File: src/rtl/leon_seq_pkg.sv
// leon_seq_pkg
// Shared types and constants for the LEON stimulus sequencer.
//   seq_op_e    : abstract command opcode (NOP, LOAD, ADD, STORE)
//   seq_cmd_t   : one queued command (opcode, register fields, data)
//   seq_state_e : sequencer FSM states
//   SPARC_*     : SPARC V8 base instruction words before field insertion
// Configuration macro used by the sequencer: LEON_SEQ_STORE_CHECK_EN.
package leon_seq_pkg;

  typedef enum logic [1:0] {
    OP_NOP   = 2'd0,
    OP_LOAD  = 2'd1,
    OP_ADD   = 2'd2,
    OP_STORE = 2'd3
  } seq_op_e;

  typedef struct packed {
    seq_op_e     op;
    logic [4:0]  rd;
    logic [4:0]  rs1;
    logic [4:0]  rs2;
    logic [31:0] data;
  } seq_cmd_t;

  typedef enum logic [1:0] {
    ST_IDLE  = 2'd0,
    ST_ISSUE = 2'd1,
    ST_PAD   = 2'd2
  } seq_state_e;

  // sethi 0, %g0
  localparam logic [31:0] SPARC_NOP      = 32'h0100_0000;
  // ld [%g0 + 0], rd
  localparam logic [31:0] SPARC_LD_BASE  = 32'hC000_2000;
  // add rs1, rs2, rd
  localparam logic [31:0] SPARC_ADD_BASE = 32'h8000_0000;
  // st rd, [%g0 + 0]
  localparam logic [31:0] SPARC_ST_BASE  = 32'hC020_2000;

endpackage

File: src/rtl/sparc_inst_encoder.sv
// sparc_inst_encoder
// Combinational translation of an abstract command into a SPARC V8
// instruction word. Fields that an opcode does not use are ignored.
// Ports:
//   cmd  in  seq_cmd_t  command to encode
//   inst out 32         encoded instruction word
module sparc_inst_encoder
  import leon_seq_pkg::*;
(
  input  seq_cmd_t    cmd,
  output logic [31:0] inst
);

  always_comb begin
    inst = SPARC_NOP;
    case (cmd.op)
      OP_LOAD:  inst = SPARC_LD_BASE | {2'b00, cmd.rd, 25'd0};
      OP_ADD:   inst = SPARC_ADD_BASE | {2'b00, cmd.rd, 25'd0}
                     | {13'd0, cmd.rs1, 14'd0} | {27'd0, cmd.rs2};
      OP_STORE: inst = SPARC_ST_BASE | {2'b00, cmd.rd, 25'd0};
      default:  inst = SPARC_NOP;
    endcase
  end

endmodule

File: src/rtl/leon_stim_sequencer.sv
// leon_stim_sequencer
// Drives the LEON integer unit through its fetch and data-cache ports from a
// FIFO of abstract commands. Each command issues one instruction followed by
// NOP_PAD NOPs; loads return data LD_LAT steps after issue, stores capture the
// first write seen within ST_WIN steps.
// Ports:
//   clk, rst                 clock, asynchronous active-high reset
//   cmd_valid_i/cmd_ready_o  command handshake into the FIFO
//   cmd_op_i, cmd_rd_i, cmd_rs1_i, cmd_rs2_i, cmd_data_i  command fields
//   hold_i                   pipeline stall, freezes the sequencer
//   inst_o, inst_valid_o     fetch port word and issue strobe
//   ld_data_o, ld_valid_o    load return data and strobe
//   dc_wen_i, dc_wdata_i     store write from the pipeline
//   st_data_o, st_done_o, st_timeout_o  store capture results
//   st_mismatch_o            (LEON_SEQ_STORE_CHECK_EN only) captured != expected
//   busy_o                   FIFO non-empty or FSM active
// Optional feature macro: LEON_SEQ_STORE_CHECK_EN.
module leon_stim_sequencer
  import leon_seq_pkg::*;
#(
  parameter int DEPTH   = 4,
  parameter int NOP_PAD = 4,
  parameter int LD_LAT  = 3,
  parameter int ST_WIN  = 4
) (
  input  logic        clk,
  input  logic        rst,
  input  logic        cmd_valid_i,
  output logic        cmd_ready_o,
  input  logic [1:0]  cmd_op_i,
  input  logic [4:0]  cmd_rd_i,
  input  logic [4:0]  cmd_rs1_i,
  input  logic [4:0]  cmd_rs2_i,
  input  logic [31:0] cmd_data_i,
  input  logic        hold_i,
  output logic [31:0] inst_o,
  output logic        inst_valid_o,
  output logic [31:0] ld_data_o,
  output logic        ld_valid_o,
  input  logic        dc_wen_i,
  input  logic [31:0] dc_wdata_i,
  output logic [31:0] st_data_o,
  output logic        st_done_o,
  output logic        st_timeout_o,
`ifdef LEON_SEQ_STORE_CHECK_EN
  output logic        st_mismatch_o,
`endif
  output logic        busy_o
);

  localparam int PTR_W = (DEPTH > 1) ? $clog2(DEPTH) : 1;
  localparam int CNT_W = PTR_W + 1;
  localparam int K_W   = $clog2(NOP_PAD + 1);
  localparam logic [CNT_W-1:0] FULL_CNT = CNT_W'(DEPTH);
  localparam logic [K_W-1:0]   K_PAD    = K_W'(NOP_PAD);
  localparam logic [K_W-1:0]   K_LD     = K_W'(LD_LAT);
  localparam logic [K_W-1:0]   K_ST     = K_W'(ST_WIN);

  // ---------------- command FIFO ----------------
  seq_cmd_t         fifo_mem [DEPTH];
  logic [PTR_W-1:0] wr_ptr_reg, rd_ptr_reg;
  logic [CNT_W-1:0] count_reg, count_next;
  logic             push, pop;
  seq_cmd_t         in_cmd, head_cmd;
  logic [31:0]      head_inst;

  assign in_cmd = '{op: seq_op_e'(cmd_op_i), rd: cmd_rd_i, rs1: cmd_rs1_i,
                    rs2: cmd_rs2_i, data: cmd_data_i};
  // cmd_ready_o is the registered not-full flag, so a pop in the same cycle
  // never lets a push into a full FIFO.
  assign push       = cmd_valid_i && cmd_ready_o;
  assign head_cmd   = fifo_mem[rd_ptr_reg];
  assign count_next = count_reg + CNT_W'(push) - CNT_W'(pop);

  always_ff @(posedge clk) begin
    if (push) fifo_mem[wr_ptr_reg] <= in_cmd;
  end

  sparc_inst_encoder u_enc (
    .cmd  (head_cmd),
    .inst (head_inst)
  );

  // ---------------- sequencer state ----------------
  seq_state_e  state_reg, state_next;
  logic [K_W-1:0] k_reg, k_next;
  seq_op_e     cur_op_reg, cur_op_next;
  logic [31:0] cur_data_reg, cur_data_next;
  // A store window is open and no write has been captured yet.
  logic        st_armed_reg, st_armed_next;

  logic [31:0] inst_next, ld_data_next, st_data_next;
  logic        inst_valid_next, ld_valid_next, st_done_next, st_timeout_next;
  logic        ready_next, busy_next;
`ifdef LEON_SEQ_STORE_CHECK_EN
  logic        mismatch_next;
`endif

  always_comb begin
    state_next      = state_reg;
    k_next          = k_reg;
    pop             = 1'b0;
    cur_op_next     = cur_op_reg;
    cur_data_next   = cur_data_reg;
    st_armed_next   = st_armed_reg;
    inst_next       = inst_o;
    inst_valid_next = 1'b0;
    ld_valid_next   = 1'b0;
    ld_data_next    = ld_data_o;
    st_done_next    = 1'b0;
    st_timeout_next = 1'b0;
    st_data_next    = st_data_o;
`ifdef LEON_SEQ_STORE_CHECK_EN
    mismatch_next   = 1'b0;
`endif

    // While held nothing advances and strobes drop; a strobe due on a held
    // step fires once the step is finally taken.
    if (!hold_i) begin
      case (state_reg)
        ST_IDLE: begin
          if (count_reg != '0) begin
            state_next = ST_ISSUE;
            pop        = 1'b1;
            k_next     = '0;
          end
        end
        ST_ISSUE: begin
          state_next = ST_PAD;
          k_next     = K_W'(1);
        end
        ST_PAD: begin
          if (k_reg == K_PAD) begin
            k_next = '0;
            if (count_reg != '0) begin
              state_next = ST_ISSUE;
              pop        = 1'b1;
            end else begin
              state_next = ST_IDLE;
            end
          end else begin
            k_next = k_reg + K_W'(1);
          end
        end
        default: state_next = ST_IDLE;
      endcase

      inst_next = SPARC_NOP;
      if (pop) begin
        inst_next       = head_inst;
        inst_valid_next = 1'b1;
        cur_op_next     = head_cmd.op;
        cur_data_next   = head_cmd.data;
        st_armed_next   = (head_cmd.op == OP_STORE);
      end

      // Outputs are registered, so events are keyed on the step being entered.
      if (state_next == ST_PAD && k_next == K_LD && cur_op_reg == OP_LOAD) begin
        ld_valid_next = 1'b1;
        ld_data_next  = cur_data_reg;
      end

      if (st_armed_reg && state_next == ST_PAD) begin
        if (dc_wen_i) begin
          st_done_next  = 1'b1;
          st_data_next  = dc_wdata_i;
          st_armed_next = 1'b0;
`ifdef LEON_SEQ_STORE_CHECK_EN
          mismatch_next = (dc_wdata_i != cur_data_reg);
`endif
        end else if (k_next == K_ST) begin
          st_timeout_next = 1'b1;
          st_armed_next   = 1'b0;
        end
      end
    end

    ready_next = (count_next != FULL_CNT);
    busy_next  = (count_next != '0) || (state_next != ST_IDLE);
  end

  always_ff @(posedge clk or posedge rst) begin
    if (rst) begin
      state_reg    <= ST_IDLE;
      k_reg        <= '0;
      wr_ptr_reg   <= '0;
      rd_ptr_reg   <= '0;
      count_reg    <= '0;
      cur_op_reg   <= OP_NOP;
      cur_data_reg <= '0;
      st_armed_reg <= 1'b0;
      inst_o       <= SPARC_NOP;
      inst_valid_o <= 1'b0;
      ld_data_o    <= '0;
      ld_valid_o   <= 1'b0;
      st_data_o    <= '0;
      st_done_o    <= 1'b0;
      st_timeout_o <= 1'b0;
      cmd_ready_o  <= 1'b1;
      busy_o       <= 1'b0;
`ifdef LEON_SEQ_STORE_CHECK_EN
      st_mismatch_o <= 1'b0;
`endif
    end else begin
      state_reg    <= state_next;
      k_reg        <= k_next;
      if (push) wr_ptr_reg <= wr_ptr_reg + PTR_W'(1);
      if (pop)  rd_ptr_reg <= rd_ptr_reg + PTR_W'(1);
      count_reg    <= count_next;
      cur_op_reg   <= cur_op_next;
      cur_data_reg <= cur_data_next;
      st_armed_reg <= st_armed_next;
      inst_o       <= inst_next;
      inst_valid_o <= inst_valid_next;
      ld_data_o    <= ld_data_next;
      ld_valid_o   <= ld_valid_next;
      st_data_o    <= st_data_next;
      st_done_o    <= st_done_next;
      st_timeout_o <= st_timeout_next;
      cmd_ready_o  <= ready_next;
      busy_o       <= busy_next;
`ifdef LEON_SEQ_STORE_CHECK_EN
      st_mismatch_o <= mismatch_next;
`endif
    end
  end

endmodule

File: config.mk
export PLATFORM = sky130hd
export DESIGN_NAME = leon_stim_sequencer
export DESIGN_NICKNAME = d
export VERILOG_FILES = /design/src/rtl/leon_seq_pkg.sv /design/src/rtl/sparc_inst_encoder.sv /design/src/rtl/leon_stim_sequencer.sv
export SDC_FILE = /design/constraint.sdc
export NUM_CORES = 1
export LEC_CHECK = 0
export ABC_AREA = 1
export BUFFER_PORTS_ARGS = -buffer_cell sky130_fd_sc_hd__buf_2
export CAP_MARGIN = 20
export CORE_MARGIN = 3
export CORE_UTILIZATION = 60
export CTS_CLUSTER_DIAMETER = 200
export DETAILED_ROUTE_END_ITERATION = 12
export HOLD_SLACK_MARGIN = 0.05
export PLACE_DENSITY = 0.83
export SLEW_MARGIN = 20
export SYNTH_ARGS = -nofsm -noshare
export SYNTH_HDL_FRONTEND = slang
export SYNTH_HIERARCHICAL = 1
export SYNTH_SLANG_ARGS = --single-unit
File: constraint.sdc
create_clock -name clk -period 12.6 [get_ports clk]
set_input_delay 1.26 -clock clk [delete_from_list [all_inputs] [get_ports clk]]
set_output_delay 1.26 -clock clk [all_outputs]
set_load 0.02 [all_outputs]
## After elaboration in Yosys (flattened, before gate mapping)

Memory sizes are Yosys's and may differ from the RTL's.
Cells that the tools add are included.
Widths: inputs -> output; s select.

- Output and inout port bits: 102
- Register bits after elaboration: 149
- Logic and storage cells: 83
- Memories kept: 1
- Input port bits: 86
- RAM bits: 196

Memories:

| name | depth | bits a word | rd ports | clocked after memory_dff | wr ports | RTL line | RTL |
|---|---|---|---|---|---|---|---|
| fifo_mem | 4 | 49 | 1 | 0 | 1 | leon_stim_sequencer.sv:60 | `seq_cmd_t fifo_mem [DEPTH];` |

- Bitwise logic cells: 3
- Muxes and demuxes: 34
- Add/sub/neg operators: 5
- Equal/unequal tests: 11
- Reductions and logical operators: 12

Operators with widths:

| kind | count |
|---|---|
| $pmux 32 s3 | 1 |
| $mux 32 | 1 |
| $or 32x19->32 | 1 |
| $or 32x5->32 | 1 |
| $mux 1 | 22 |
| $mux 3 | 3 |
| $pmux 3 s3 | 1 |
| $eq 2x2->1 const B | 4 |
| $mux 2 | 4 |
| $eq 2x1->1 const B | 3 |
| $eq 3x3->1 const B | 2 |
| $pmux 2 s3 | 1 |
| $reduce_bool 3->1 | 2 |
| $add 2x1->2 const B | 2 |
| $logic_and 1x1->1 | 4 |
| $reduce_and 2->1 | 2 |
| $add 3x1->3 | 1 |
| $add 3x1->3 const B | 1 |
| $eq 3x2->1 const B | 1 |
| $ne 3x3->1 const B | 1 |
| $reduce_and 3->1 | 1 |
| $sub 3x1->3 | 1 |
| $logic_not 2->1 | 1 |
| $pmux 1 s2 | 1 |
| other kinds (3) | 3 |

## Logic depth before layout (Yosys ltp)

- Depth in word-level cells: 10
- Depth in mapped cells: 15
- Gate-level depth less buffers: 13

## By module

Netlist, hierarchy kept.

Modules (own cells, without submodules):

| module | area an instance (um^2) | seq. area each (um^2) | cells each | times used |
|---|---|---|---|---|
| leon_stim_sequencer | 13,304.0 | 9,616.7 | 1,050 | 1 |
| sparc_inst_encoder | 255.2 | 0.0 | 51 | 1 |

## Worst setup path before layout

OpenSTA, ideal clock, no wires.

- Path type: input port to flip-flop
- Start point: in cmd_valid_i
- End point: mem fifo_mem[0][0] (netlist name), enable pin
- Data required time: 12,144 ps
- Arrival time: 3,499 ps
- Setup slack: 8,645 ps
- Stages: 2
- Setup time: 456 ps
- Path buffers: 0
- Cells stage by stage: nand2_1 nor2_1

- Longest elaborated chain between the ends: 3

RTL lines:

| element | RTL line | RTL |
|---|---|---|
| from (decl) | leon_stim_sequencer.sv:28 | `input logic cmd_valid_i,` |
| $logic_and 1x1->1 | leon_stim_sequencer.sv:71 | `assign push = cmd_valid_i && cmd_ready_o;` |
| $mux 1 | leon_stim_sequencer.sv:76 | `if (push) fifo_mem[wr_ptr_reg] <= in_cmd;` |
| $mux 1 (implied by the code) | leon_stim_sequencer.sv:76 |  |
| to (decl) | leon_stim_sequencer.sv:60 |  |

No other way between the ends.

==> summary.md <==
| Metric | Value |
|---|---|
| Status | `completed` |
| Clk slew on worst S/H paths | `60 ps` |
| Critical path peak fanout | `101` |
| Synthesized area | `0.01356 mm^2` |
| IO buf count | `187` |
| Die area | `between 0.02 and 0.025 mm^2` |
| Tcrit/Tclk final | `26.37%` |
| Switching share of power | `between 30% and 40%` |
| Reg2reg end | `inst_o[0]` |
| DP HPWL | `15790 um` |
| Simple-Gate Fraction of Synth Area | `10.32%` |
| Post-synthesis compound-gate area fraction | `11.65%` |
| Top delay family on crit path | `compound AO/OA/AOI/OAI gates` |
| Max IR drop VDD | `approximately 0.13 mV` |
| Final setup TNS | `0 ps` |
| Fill cells | `1495` |
| Switch Pwr | `1.425 mW` |
| Die span in y | `156.3 um` |
| CP Data Arrival Time | `approximately 3700 ps` |
| R2R Setup Slk | `9280 ps` |
| Post-cts hold buffer count | `0` |
| Crit-path max cell delay | `840 ps` |
| Mux contribution to synthesized area | `0%` |
| Cell Rows | `54` |
| Worst Hold Endpoint | `st_data_o[28]` |
| Initial antenna violation count | `6` |
| P&R area growth vs syn | `15.26%` |
| Tmin final | `3323 ps` |
| First-pass GRT wire length | `43110 um` |
| Final wirelength | `~27000 um` |
| Total congestion overflow | `0` |
| Internal power | `2.549 mW` |
| Hold path depth | `2` |
| GP Congestion | `0.7833` |
| Vias per inst | `5.529` |
| Synth unique cells | `36` |
| Fmax | `around 0.3 GHz` |
| Worst path slowest cell | `dfrtp_4` |
| Cells after synthesis | `~1100` |
| Met2 Usage GRT | `37.41%` |
| CTS Buf Count | `34` |
| Commonest non-fill, non-tap cell in the layout | `edfxtp_1` |
| Clk root buf | `clkbuf_16` |
| Slew HR | `26.05%` |
| Area of the core | `0.02203 mm^2` |
| Post-Synth XOR/XNOR Area | `0.4429%` |
| Initial Util | `61.56%` |
| Leading cell types in the layout, fill and taps excluded | `edfxtp_1 (196), buf_2 (187), nand2_1 (164)` |
| Post-synthesis sequential area ratio | `70.92%` |
| Routed len/inst | `17.29 um` |
| Post-CTS Resized | `0` |
| Largest family of logic cells by synthesized area | `compound AO/OA/AOI/OAI gates` |
| Detailed router's first-iteration violation count | `823` |
| # setup viols final | `0` |
| FF+latch count, synth | `between 300 and 400` |
| CTS tree | `done` |
| Reg2reg path depth | `8` |
| Worst Hold Class | `reg2reg` |
| Final Power | `3.974 mW` |
| Via count | `about 8700` |
| Postcts setup bufs | `0` |
| Crit path cell chain | `inv_2 > buf_4 > o21ai_0 > o22ai_1 > inv_1 > nand2_4 > nor2_1 > a22o_1` |
| Fin nets | `around 1400` |
| Synthesized area per cell | `roughly 12 um^2` |
| DRC | `0` |
| Combinational share of power | `31.7%` |
| Final hold violations | `0` |
| Layout cells sized above 1 | `25.81%` |
| Pin count of the biggest net entering global routing | `103` |
| Max FFs per register | `196` |
| Number of global-route vias before repair | `~8500` |
| Largest reg by FF count | `fifo_mem` |
| Met3 Use GR | `3.844%` |
| DIE WIDTH | `between 150 and 200 um` |
| Final core occ | `70.96%` |
| Top Ports | `188` |
| Clock Path Buffers | `3` |
| Power per standard cell area | `roughly 250 mW/mm^2` |
| Clk_lat worst skew | `510 ps` |
| Ys Warns | `6` |
| Critical Setup Path Class | `reg2reg` |
| RSZ-0062 raised after global routing | `false` |
| GRT busiest layer | `met2` |
| Worst Skew | `~22 ps` |
| Slew @ Worst Pin | `1109 ps` |
| Antenna-violating nets left | `0` |
| Worst r2r src | `rd_ptr_reg[0]` |
| Grt met1 use | `28.90%` |
| Max Slew Vio Count | `0` |
| Area share of fa/ha/maj cells after synthesis | `less than 1%` |
| Hold_sp | `st_data_o[28]` |
| Pre-Repair DR Iteration Count | `7` |
| Reg power frac | `43.3%` |
| Crit start category | `register` |
| Leak Pwr | `6.800 nW` |
| CP Buf/Inv Count | `3` |
| CTS Sinks | `345` |
| GRT Resource Usage Total | `22.21%` |
| H-tree levels | `2` |
| Max-Cap Viols | `0` |
| Req. time, crit path | `12990 ps` |
| CP Capture Type | `register` |
| Clock group share of total power | `25.0%` |
-- layer usage --
metal / up-vias / share of wire [%]
met5: - / 0.048
met4: 2 / 2.7
met3: 62 / 7.1
met2: 315 / 50
met1: 4256 / 40
li1: 4095 / -
-- power by group through the flow --
stage	Combinational (mW)	Sequential, mW	Clock (mW)
final	1.26	1.72	0.992
after detailed placement	1.26	1.74	0
after CTS	1.27	1.72	1.01
after floorplan	0.783	1.85	0
after global routing	1.40	1.76	1.06
after global placement	1.22	1.73	0
-- per-stage QoR --
stage	area [um^2]	std cells	hold WS, ps	setup WS [ps]
finish	15630	1579	468.2	9277
global route	15630	1579	496.4	8991
CTS	15620	1574	475.2	9273
detailed placement	14510	1514	459.4	9078
global placement	14500	1514	457.1	8637
floorplan	13600	1112	442.2	7335
-- synth_stat cells, drive strengths merged --
master,n,area [um^2]
inv,77,289.0
a21oi,5,32.53
o22ai,49,306.5
o21ai,167,959.7
o22a,1,8.760
nand4,3,18.77
nand3b,1,7.510
a22o,31,271.5
nor2,132,518.0
xnor2,1,8.760
buf,43,377.9
conb,1,3.750
nand2,195,814.5
nand3,5,30.03
dfstp,2,52.55
nor3,1,10.01
dfrtp,147,3679
edfxtp,196,5886
clkbuf,30,113.9
fa,1,20.02
xor2,5,51.30
ha,8,100.1
-- kinds of logic (layout without fill, tap and decap cells) --
family	Yosys count	count (layout)
other	1	17
buffers and inverters	150	332
adders and majority gates	9	9
DFF	345	345
AOI/OAI and AO/OA	253	253
xor gates and xnor gates	6	6
and+or+nand+nor	337	337
-- cell type report --
type	count	area [um^2]	area share, %
multi-input cells	617	3243	20.75
flip-flops and latches	345	9622	61.56
inverters	77	294.0	1.881
diodes	5	12.51	0.08006
repair buffers	195	996.0	6.373
clock inverters	6	83.83	0.5364
clock buffers	54	1027	6.573
well taps	280	350.3	2.242
-- how the worst max path moves through the flow --
stage / startpoint / end / slack, ps / depth (start not counted)
CTS: rd_ptr_reg[0] / inst_o[0] / 9270 / 8
global route: rd_ptr_reg[0] / inst_o[0] / 8990 / 8
detailed placement: hold_i / ld_data_o[19] / 9080 / 7
finish: rd_ptr_reg[0] / inst_o[0] / 9280 / 8
floorplan: rst / busy_o / 7340 / 1
global placement: hold_i / st_data_o[22] / 8640 / 6
-- worst min-delay path, cell delays in order, from the launching register on --
cell	delay (ps)
dfrtp_1	330
nand2_1	50
nand2_1	50
Power figures use the tool's default switching activity.
